## config.mk

```make
export PLATFORM = sky130hd
export DESIGN_NAME = tile_flusher
export DESIGN_NICKNAME = d
export VERILOG_FILES = /design/src/rtl/tile_flusher.sv
export SDC_FILE = /design/constraint.sdc
export NUM_CORES = 1
export LEC_CHECK = 0
export ABC_CLOCK_PERIOD_IN_PS = 3900
export CAP_MARGIN = 20
export CORE_MARGIN = 8
export CORE_UTILIZATION = 41
export DETAILED_ROUTE_END_ITERATION = 8
export HOLD_SLACK_MARGIN = 0.15
export PLACE_DENSITY_LB_ADDON = 0.08
export RECOVER_POWER = 100
export SYNTH_ARGS = -nofsm -noshare
export SYNTH_HDL_FRONTEND = slang
export SYNTH_SLANG_ARGS = --single-unit
```

## constraint.sdc

```tcl
create_clock -name clk -period 3.9 [get_ports clk]
set_input_delay 0.78 -clock clk [delete_from_list [all_inputs] [get_ports clk]]
set_output_delay 0.78 -clock clk [all_outputs]
set_load 0.02 [all_outputs]
```

## src/rtl/tile_flusher.sv

```systemverilog
`timescale 1ns/1ps
// ---------------------------------------------------------------------------
// tile_flusher
//
// Purpose:
//   Drains one finished TILE_W x TILE_H tile from the tile BRAM after the
//   painter has finished with it. Words are read in raster order and each
//   word is streamed to the frame-buffer writer as an (address, colour)
//   beat over a valid/ready handshake. A BRAM word is {colour, depth}. A
//   depth of 16'hFFFF marks a wiped or untouched pixel, and such a pixel
//   is emitted as BG_COLOR.
//
// Ports:
//   clk                  system clock
//   rst_n                asynchronous active-low reset
//   start                one-cycle flush request, sampled only when idle
//   x_offset, y_offset   screen position of the tile's top-left pixel,
//                        latched when start is accepted
//   tile_bram_read_addr  registered BRAM read address (ty*TILE_W + tx)
//   tile_bram_read_data  BRAM read data, two cycles behind the address
//   pix_valid/pix_ready  output handshake
//   pix_addr             frame-buffer pixel address
//                        (y_offset+ty)*SCREEN_W + x_offset + tx
//   pix_color            pixel colour, or BG_COLOR for empty pixels
//   pix_last             marks the beat of the bottom-right pixel
//   busy                 high from start acceptance until done
//   done                 one-cycle pulse after the last beat is accepted
// ---------------------------------------------------------------------------
module tile_flusher #(
    parameter int          TILE_W     = 80,
    parameter int          TILE_H     = 10,
    parameter int          SCREEN_W   = 1280,
    parameter logic [15:0] BG_COLOR   = 16'h0000,
    parameter int          FIFO_DEPTH = 4
) (
    input  logic        clk,
    input  logic        rst_n,
    input  logic        start,
    input  logic [10:0] x_offset,
    input  logic [9:0]  y_offset,
    output logic [9:0]  tile_bram_read_addr,
    input  logic [31:0] tile_bram_read_data,
    output logic        pix_valid,
    input  logic        pix_ready,
    output logic [19:0] pix_addr,
    output logic [15:0] pix_color,
    output logic        pix_last,
    output logic        busy,
    output logic        done
);

    localparam int TXW  = $clog2(TILE_W);
    localparam int TYW  = $clog2(TILE_H);
    localparam int PTRW = $clog2(FIFO_DEPTH);
    localparam int CNTW = PTRW + 1;

    typedef enum logic [1:0] {
        IDLE  = 2'd0,
        READ  = 2'd1,
        DRAIN = 2'd2,
        DONE  = 2'd3
    } state_t;

    typedef struct packed {
        logic [19:0] addr;
        logic [15:0] color;
        logic        last;
    } beat_t;

    // One bit wider than the FIFO count so that count + in-flight cannot wrap.
    typedef logic [CNTW:0] used_t;

    // Control state
    state_t          state_q;
    logic            busy_q;
    logic            done_q;
    logic [10:0]     xOff_q;
    logic [9:0]      yOff_q;

    // Read-side raster position and registered BRAM address
    logic [TXW-1:0]  tx_q;
    logic [TYW-1:0]  ty_q;
    logic [9:0]      rdAddr_q;

    // In-flight tracking. Stage 1 lines up with valid BRAM read data.
    logic [1:0]      vld_q;
    logic [TXW-1:0]  txPipe0_q;
    logic [TXW-1:0]  txPipe1_q;
    logic [TYW-1:0]  tyPipe0_q;
    logic [TYW-1:0]  tyPipe1_q;

    // Output FIFO
    beat_t           fifoMem_q [FIFO_DEPTH];
    logic [PTRW-1:0] wrPtr_q;
    logic [PTRW-1:0] rdPtr_q;
    logic [CNTW-1:0] count_q;
    logic [CNTW-1:0] count_d;

    // Combinational helpers
    used_t           creditUsed;
    logic            issue;
    logic            lastIssue;
    logic            push;
    logic            pop;
    logic [19:0]     pushRow;
    logic [19:0]     pushAddr;
    logic [15:0]     pushColor;
    logic            pushLast;
    beat_t           pushBeat;
    beat_t           headBeat;

    // Credit rule: a read may be issued only if its result is guaranteed a
    // FIFO slot. Slots are counted as words already buffered plus words
    // still travelling through the BRAM pipeline. The beat for each word
    // is built here, before the FIFO, so that the FIFO head can drive the
    // outputs directly.
    always_comb begin
        creditUsed = used_t'(count_q) + used_t'(vld_q[0]) + used_t'(vld_q[1]);
        issue      = (state_q == READ) && (creditUsed < used_t'(FIFO_DEPTH));
        lastIssue  = issue && (tx_q == TXW'(TILE_W - 1)) && (ty_q == TYW'(TILE_H - 1));

        push       = vld_q[1];
        pop        = (count_q != '0) && pix_ready;
        count_d    = count_q + CNTW'(push) - CNTW'(pop);

        pushRow    = 20'(yOff_q) + 20'(tyPipe1_q);
        pushAddr   = pushRow * 20'(SCREEN_W) + 20'(xOff_q) + 20'(txPipe1_q);
        pushColor  = (tile_bram_read_data[15:0] == 16'hFFFF) ? BG_COLOR
                                                             : tile_bram_read_data[31:16];
        pushLast   = (txPipe1_q == TXW'(TILE_W - 1)) && (tyPipe1_q == TYW'(TILE_H - 1));
        pushBeat   = {pushAddr, pushColor, pushLast};
    end

    // Flush sequencer. It walks the raster one read at a time and shifts the
    // position of each issued read along with the BRAM latency. It raises
    // done once the pipeline and the FIFO are both empty.
    // tile_bram_read_addr always shows the next read to be issued, so during
    // a credit stall it rests on the first address not yet read.
    always_ff @(posedge clk or negedge rst_n) begin
        if (!rst_n) begin
            state_q   <= IDLE;
            busy_q    <= 1'b0;
            done_q    <= 1'b0;
            xOff_q    <= '0;
            yOff_q    <= '0;
            tx_q      <= '0;
            ty_q      <= '0;
            rdAddr_q  <= '0;
            vld_q     <= '0;
            txPipe0_q <= '0;
            txPipe1_q <= '0;
            tyPipe0_q <= '0;
            tyPipe1_q <= '0;
        end else begin
            vld_q     <= {vld_q[0], issue};
            txPipe1_q <= txPipe0_q;
            tyPipe1_q <= tyPipe0_q;

            if (issue) begin
                txPipe0_q <= tx_q;
                tyPipe0_q <= ty_q;
                // The final position is held rather than stepped past the tile.
                if (!lastIssue) begin
                    rdAddr_q <= rdAddr_q + 10'd1;
                    if (tx_q == TXW'(TILE_W - 1)) begin
                        tx_q <= '0;
                        ty_q <= ty_q + TYW'(1);
                    end else begin
                        tx_q <= tx_q + TXW'(1);
                    end
                end
            end

            case (state_q)
                IDLE: begin
                    done_q <= 1'b0;
                    if (start) begin
                        xOff_q   <= x_offset;
                        yOff_q   <= y_offset;
                        tx_q     <= '0;
                        ty_q     <= '0;
                        rdAddr_q <= '0;
                        busy_q   <= 1'b1;
                        state_q  <= READ;
                    end
                end
                READ: begin
                    if (lastIssue) begin
                        state_q <= DRAIN;
                    end
                end
                DRAIN: begin
                    if ((vld_q == 2'b00) && (count_q == '0)) begin
                        busy_q  <= 1'b0;
                        done_q  <= 1'b1;
                        state_q <= DONE;
                    end
                end
                DONE: begin
                    done_q  <= 1'b0;
                    state_q <= IDLE;
                end
                default: begin
                    busy_q  <= 1'b0;
                    done_q  <= 1'b0;
                    state_q <= IDLE;
                end
            endcase
        end
    end

    // Output FIFO. Push and pop may happen in the same cycle. The head entry
    // only changes on a pop, so the outputs hold steady while the downstream
    // stalls. The storage is reset so that every output reads zero after
    // reset.
    always_ff @(posedge clk or negedge rst_n) begin
        if (!rst_n) begin
            for (int i = 0; i < FIFO_DEPTH; i++) begin
                fifoMem_q[i] <= '0;
            end
            wrPtr_q <= '0;
            rdPtr_q <= '0;
            count_q <= '0;
        end else begin
            if (push) begin
                fifoMem_q[wrPtr_q] <= pushBeat;
                wrPtr_q            <= wrPtr_q + PTRW'(1);
            end
            if (pop) begin
                rdPtr_q <= rdPtr_q + PTRW'(1);
            end
            count_q <= count_d;
        end
    end

    assign headBeat            = fifoMem_q[rdPtr_q];
    assign pix_valid           = (count_q != '0);
    assign pix_addr            = headBeat.addr;
    assign pix_color           = headBeat.color;
    assign pix_last            = headBeat.last;
    assign tile_bram_read_addr = rdAddr_q;
    assign busy                = busy_q;
    assign done                = done_q;

endmodule
```

Yosys cells after proc, flatten, opt, wreduce, memory -nomap -nowiden
Index checks and enable logic that the tools add are counted.
Operators by class
  reductions and logical operators: 18
  add/sub/neg operators: 12
  multiply operators: 1
  mux-type cells: 30
  eq/ne operators: 11
  bitwise gates (word level): 2
  order comparisons: 4
Operators by type and width (count)
  $bwmux W148: 1
  $mux W37: 3
  $bmux W37 S2: 1
  $demux W37 S2: 1
  $mux W10: 4
  $mux W7: 5
  $add A20 B11 Y20: 1
  $add A20 B7 Y20: 1
  $mux W4: 5
  $eq A16 B16 Y1 const B: 1
  $mux W16: 1
  $eq A7 B7 Y1 const B: 2
  $mul A11 B3 Y12 const B: 1
  $add A10 B4 Y11: 1
  $add A10 B1 Y10 const B: 1
  $eq A4 B4 Y1 const B: 2
  $pmux W2 S4: 1
  $add A7 B1 Y7 const B: 1
  $logic_and A1 B1 Y1: 7
  $ge A3 B3 Y1 const B: 2
  $mux W2: 3
  $ne A2 B2 Y1 const B: 3
  $not A2 Y3: 2
  $reduce_and A3 Y1: 2
  18 further kinds: 26
Storage, ports and cells
  register bits after elaboration: 225
  output and inout bits: 50
  bits of input ports: 57
  logic and storage cells: 106

Depth between registers and ports, before layout
Gate-level depths: netlist of the first run.
  word-level depth: 10
  mapped depth: 16
  mapped depth without buffers: 15

Worst setup path after synthesis of the first run
No wires, ideal clock.
  path kind: register to register
  from: register yOff_q[0]
  to: register fifoMem_q[147] in the netlist's numbering
  period minus slack after synthesis: 3.823 ns
  path slack: 0.077 ns
  setup time: 0.128 ns
  path buffers: 0
  data arrival time: 3.696 ns
  cell stages (with the launch flop): 15
  path through: dfrtp_1 -> ha_1 -> fa_1 -> a21o_1 -> a21oi_1 -> xnor2_1 -> ha_1 -> fa_1 -> a211oi_2 -> nor2_2 -> xnor2_2 -> nor4_4 -> nand4_1 -> xnor2_1 -> mux2_1
On the way
  longest elaborated chain between the ends: 5
RTL lines
  start, declared: RTL line 78  | logic [9:0] yOff_q;
  start signal, assigned: RTL line 179  | yOff_q <= y_offset;
  $add A10 B4 Y11: RTL line 126  | pushRow = 20'(yOff_q) + 20'(tyPipe1_q);
  $mul A11 B3 Y12: RTL line 127  | pushAddr = pushRow * 20'(SCREEN_W) + 20'(xOff_q) + 20'(txPipe1_q);
  $add A20 B11 Y20: RTL line 127
  $add A20 B7 Y20: RTL line 127
  $bwmux W148: RTL line 226  | fifoMem_q[wrPtr_q] <= pushBeat;
  end signal, assigned by index: RTL line 226
  end, declared: RTL line 93  | beat_t fifoMem_q [FIFO_DEPTH];
No other way between the ends.
A chain may end at the register's enable or synchronous reset.

Worst setup path after layout of the first run
  from: register tyPipe1_q[1]
  to: register fifoMem_q[147] in the netlist's numbering
On the way
  longest elaborated chain between the ends: 5
RTL lines
  start, declared: RTL line 90  | logic [TYW-1:0] tyPipe1_q;
  start signal, assigned: RTL line 157  | tyPipe1_q <= tyPipe0_q;
  $add A10 B4 Y11: RTL line 126
  $mul A11 B3 Y12: RTL line 127
  $add A20 B11 Y20: RTL line 127
  $add A20 B7 Y20: RTL line 127
  $bwmux W148: RTL line 226
No other way between the ends.

==> flow_metrics.tcl, run 1 <==
set metrics [dict create \
    antenna_found_initial 0 \
    synth_area_per_cell_sq_um 11.3 \
    grt_pass1_wl_mm 41.5 \
    dp.final_hpwl_mm 17.0 \
    routabilityCongestion 0.758 \
    synth_nets 1084 \
    mostFrequentLayoutCells "dfrtp_1, nand2_1, clkdlybuf4s50_1" \
    yosysUniqueCellTypes 71 \
    worstSetupEndpointType "register" \
    die_area_sq_um 32400 \
    fin_nets 1215 \
    crit_slowest_cell "dfrtp_1" \
    final_common_cell "dfrtp_1" \
    synth_warnings 0 \
    drt-wirelength-per-cell_um 16.9 \
    grt_max_degree 83 \
    synthArstFlopShare 1.00 \
    finClkSkew_ps 16.9 \
    die_x_um 180 \
    clkTransAtPathRegs_ps 60 \
    cp_slowest_stage_delay_ps 400 \
    ant_nets 0 \
    antennaDiodeCount 0 \
    worstSetupPathType "register to register" \
    synth_edf_count 0 \
    start_util 0.414 \
    tightestPinTransition_ps 2100 \
    cts_tree "yes" \
    hold_viol_final 0 \
    drive_gt1_frac 0.211 \
    floorplan.core_area_sq_um 26700 \
    drv_slew 83 \
    path_cells "buf_4 -> fa_2 -> a21o_1 -> a21oi_2 -> buf_4 -> nor2_4 -> xor2_2 -> ha_1 -> ha_4 -> buf_6 -> a21o_1 -> a21oi_2 -> o211ai_1 -> nor4_4 -> nand4_1 -> xnor2_2 -> mux2_4" \
    violations "capacitance limit, slew limit" \
    finalCriticalPeriod_ps 3820 \
    rsz0062_at_grt "yes" \
    synth_cells 976 \
    num_vias 7529 \
    cts_inserted_buffers 26 \
    clock_latency_ps 530 \
    ys.flop_type "dfrtp_1" \
    p_leak_nw 6.20 \
    ys_ff_latch 225 \
    synthToLayoutAreaGrowth_pct 24.7 \
    fin_setup_tns_ps 0 \
    cts-htree-levels 1 \
    route.detailed.drc 0 \
    vias_per_cell 5.13 \
    crit_fanout 4 \
    first_global_vias 7863 \
    drv_cap 1 \
    track_usage 0.153 \
    final_util 0.516 \
    critPathLaunchType "register" \
    totalWireLength_mm 24.8 \
    drt-initial-drc-count 351 \
    hp-class "register to register" \
    powerDensity_nw_per_um2 790 \
    slew_headroom -0.402 \
    port_buffers 106 \
    synth.cell_area_sq_um 11000 \
    grt-ovfl-total 0 \
    io_pins 107 \
    firstDrtPassIters 4 \
    fmax_ghz 0.262 \
    clockBufferDepth 3 \
    required_ps 4300 \
    cp.arrival_ps 4220 \
    peakVddDrop_v 0.000358 \
    setup_viol 0 \
    fp-row-count 60 \
    cts_root_buf "clkbuf_16" \
    min_period_over_period 0.979 \
    fp.dieH_um 180 \
    status "finished, violations left" \
    yosysSeqAreaShare 0.511 \
    cts_sinks 225 \
]
-- worst paths after layout --
check,start,endpoint,slack [ps],depth (start not counted)
max,tyPipe1_q[1],fifoMem_q[147],80,17
min,tyPipe0_q[1],tyPipe1_q[1],370,0
max reg2reg,tyPipe1_q[1],fifoMem_q[147],80,17
min reg2reg,tyPipe0_q[1],tyPipe1_q[1],370,0
max in group asynchronous,rst_n,txPipe1_q[1],890,2
min in group asynchronous,rst_n,fifoMem_q[79],830,1
-- cells in the mapped netlist, types with 7 or more instances --
library cell	n	area, sq um
dfrtp_1	225	5630
nand2_1	186	698
o21ai_0	109	546
mux2_2	53	597
ha_1	47	588
clkbuf_1	39	146
mux4_2	37	833
nor2_1	30	113
xor2_1	25	219
a21oi_1	23	115
inv_1	21	78.8
xnor2_1	17	149
nand3_1	16	80.1
o21ai_1	11	55.1
nand4_1	9	56.3
o31ai_1	9	67.6
nor3_1	8	40.0
or3_1	7	43.8
-- registers in the layout, summed over array words and instances, names as in the netlist, 7 cells and up --
name / cells
txPipe0_q: 7
tx_q: 7
yOff_q: 10
txPipe1_q: 7
tile_bram_read_addr: 10
xOff_q: 11
fifoMem_q: 148
-- layout make-up --
type | instances | area (sq um)
multi-input cells | 679 | 5310
clock inverters | 9 | 113
inverters | 22 | 82.6
flip-flops and latches | 225 | 5630
fillers | 2450 | 12900
repair buffers | 153 | 1420
clock buffers | 39 | 769
well taps | 341 | 427
-- layer usage --
layer / track usage / vias up / share of wire
met5: 0 / - / 0
met4: 0.0337 / 0 / 0.017
met3: 0.0286 / 29 / 0.041
met2: 0.250 / 123 / 0.46
met1: 0.210 / 3681 / 0.48
li1: - / 3696 / -
-- worst max-delay path, delay by kind of cell, from the launching register on --
kind                       cells  cell delay, ps
AOI/OAI and AO/OA              5             860
adders and majority gates      3             900
muxes                          1             280
buffers and inverters          3             430
and+or+nand+nor                3             500
xor gates and xnor gates       2             340
DFF                            1             400
-- report_power, final --
part / switching, mW / internal [mW] / total, mW
combinational: 2.43 / 2.24 / 4.67
clock: 0.970 / 1.50 / 2.47
sequential: 0.567 / 3.15 / 3.72
-- cells by family after synthesis --
logic type,Yosys count,share of synthesized area
AOI/OAI and AO/OA,191,0.107
and+or+nand+nor,292,0.120
DFF,225,0.511
adders and majority gates,51,0.0606
xor gates and xnor gates,44,0.0363
buffers and inverters,72,0.0253
muxes,101,0.141
-- through the flow --
step | hold slack, ps | setup WS [ps] | instance area (sq um) | std cells | power [mW]
CTS | 243 | 12.9 | 13600 | 1463 | 11.0
detailed placement | 362 | -61.9 | 12700 | 1414 | 8.41
floorplan | 354 | 76.6 | 11000 | 976 | 6.63
finish | 371 | 81.4 | 13800 | 1468 | 10.9
global route | 384 | -112 | 13800 | 1468 | 11.6
global placement | 360 | -11.2 | 12700 | 1414 | 8.32
-- what timing repair did --
action	in CTS	in global routing
pin swaps	3	28
setup buffers	1	5
setup endpoints to repair	12	20
hold buffers	0	0
resized for setup	4	34
Note: power is estimated with default switching activity, not from simulation.
==> run 2: changes to the inputs <==
--- a/config.mk
+++ b/config.mk
@@ -12,7 +12,7 @@
 export DETAILED_ROUTE_END_ITERATION = 8
 export HOLD_SLACK_MARGIN = 0.15
 export PLACE_DENSITY_LB_ADDON = 0.08
-export RECOVER_POWER = 100
+export RECOVER_POWER = 50
 export SYNTH_ARGS = -nofsm -noshare
 export SYNTH_HDL_FRONTEND = slang
 export SYNTH_SLANG_ARGS = --single-unit
==> results of run 2 <==
No change in the layout: final DEF, timing and power equal those of run 1.
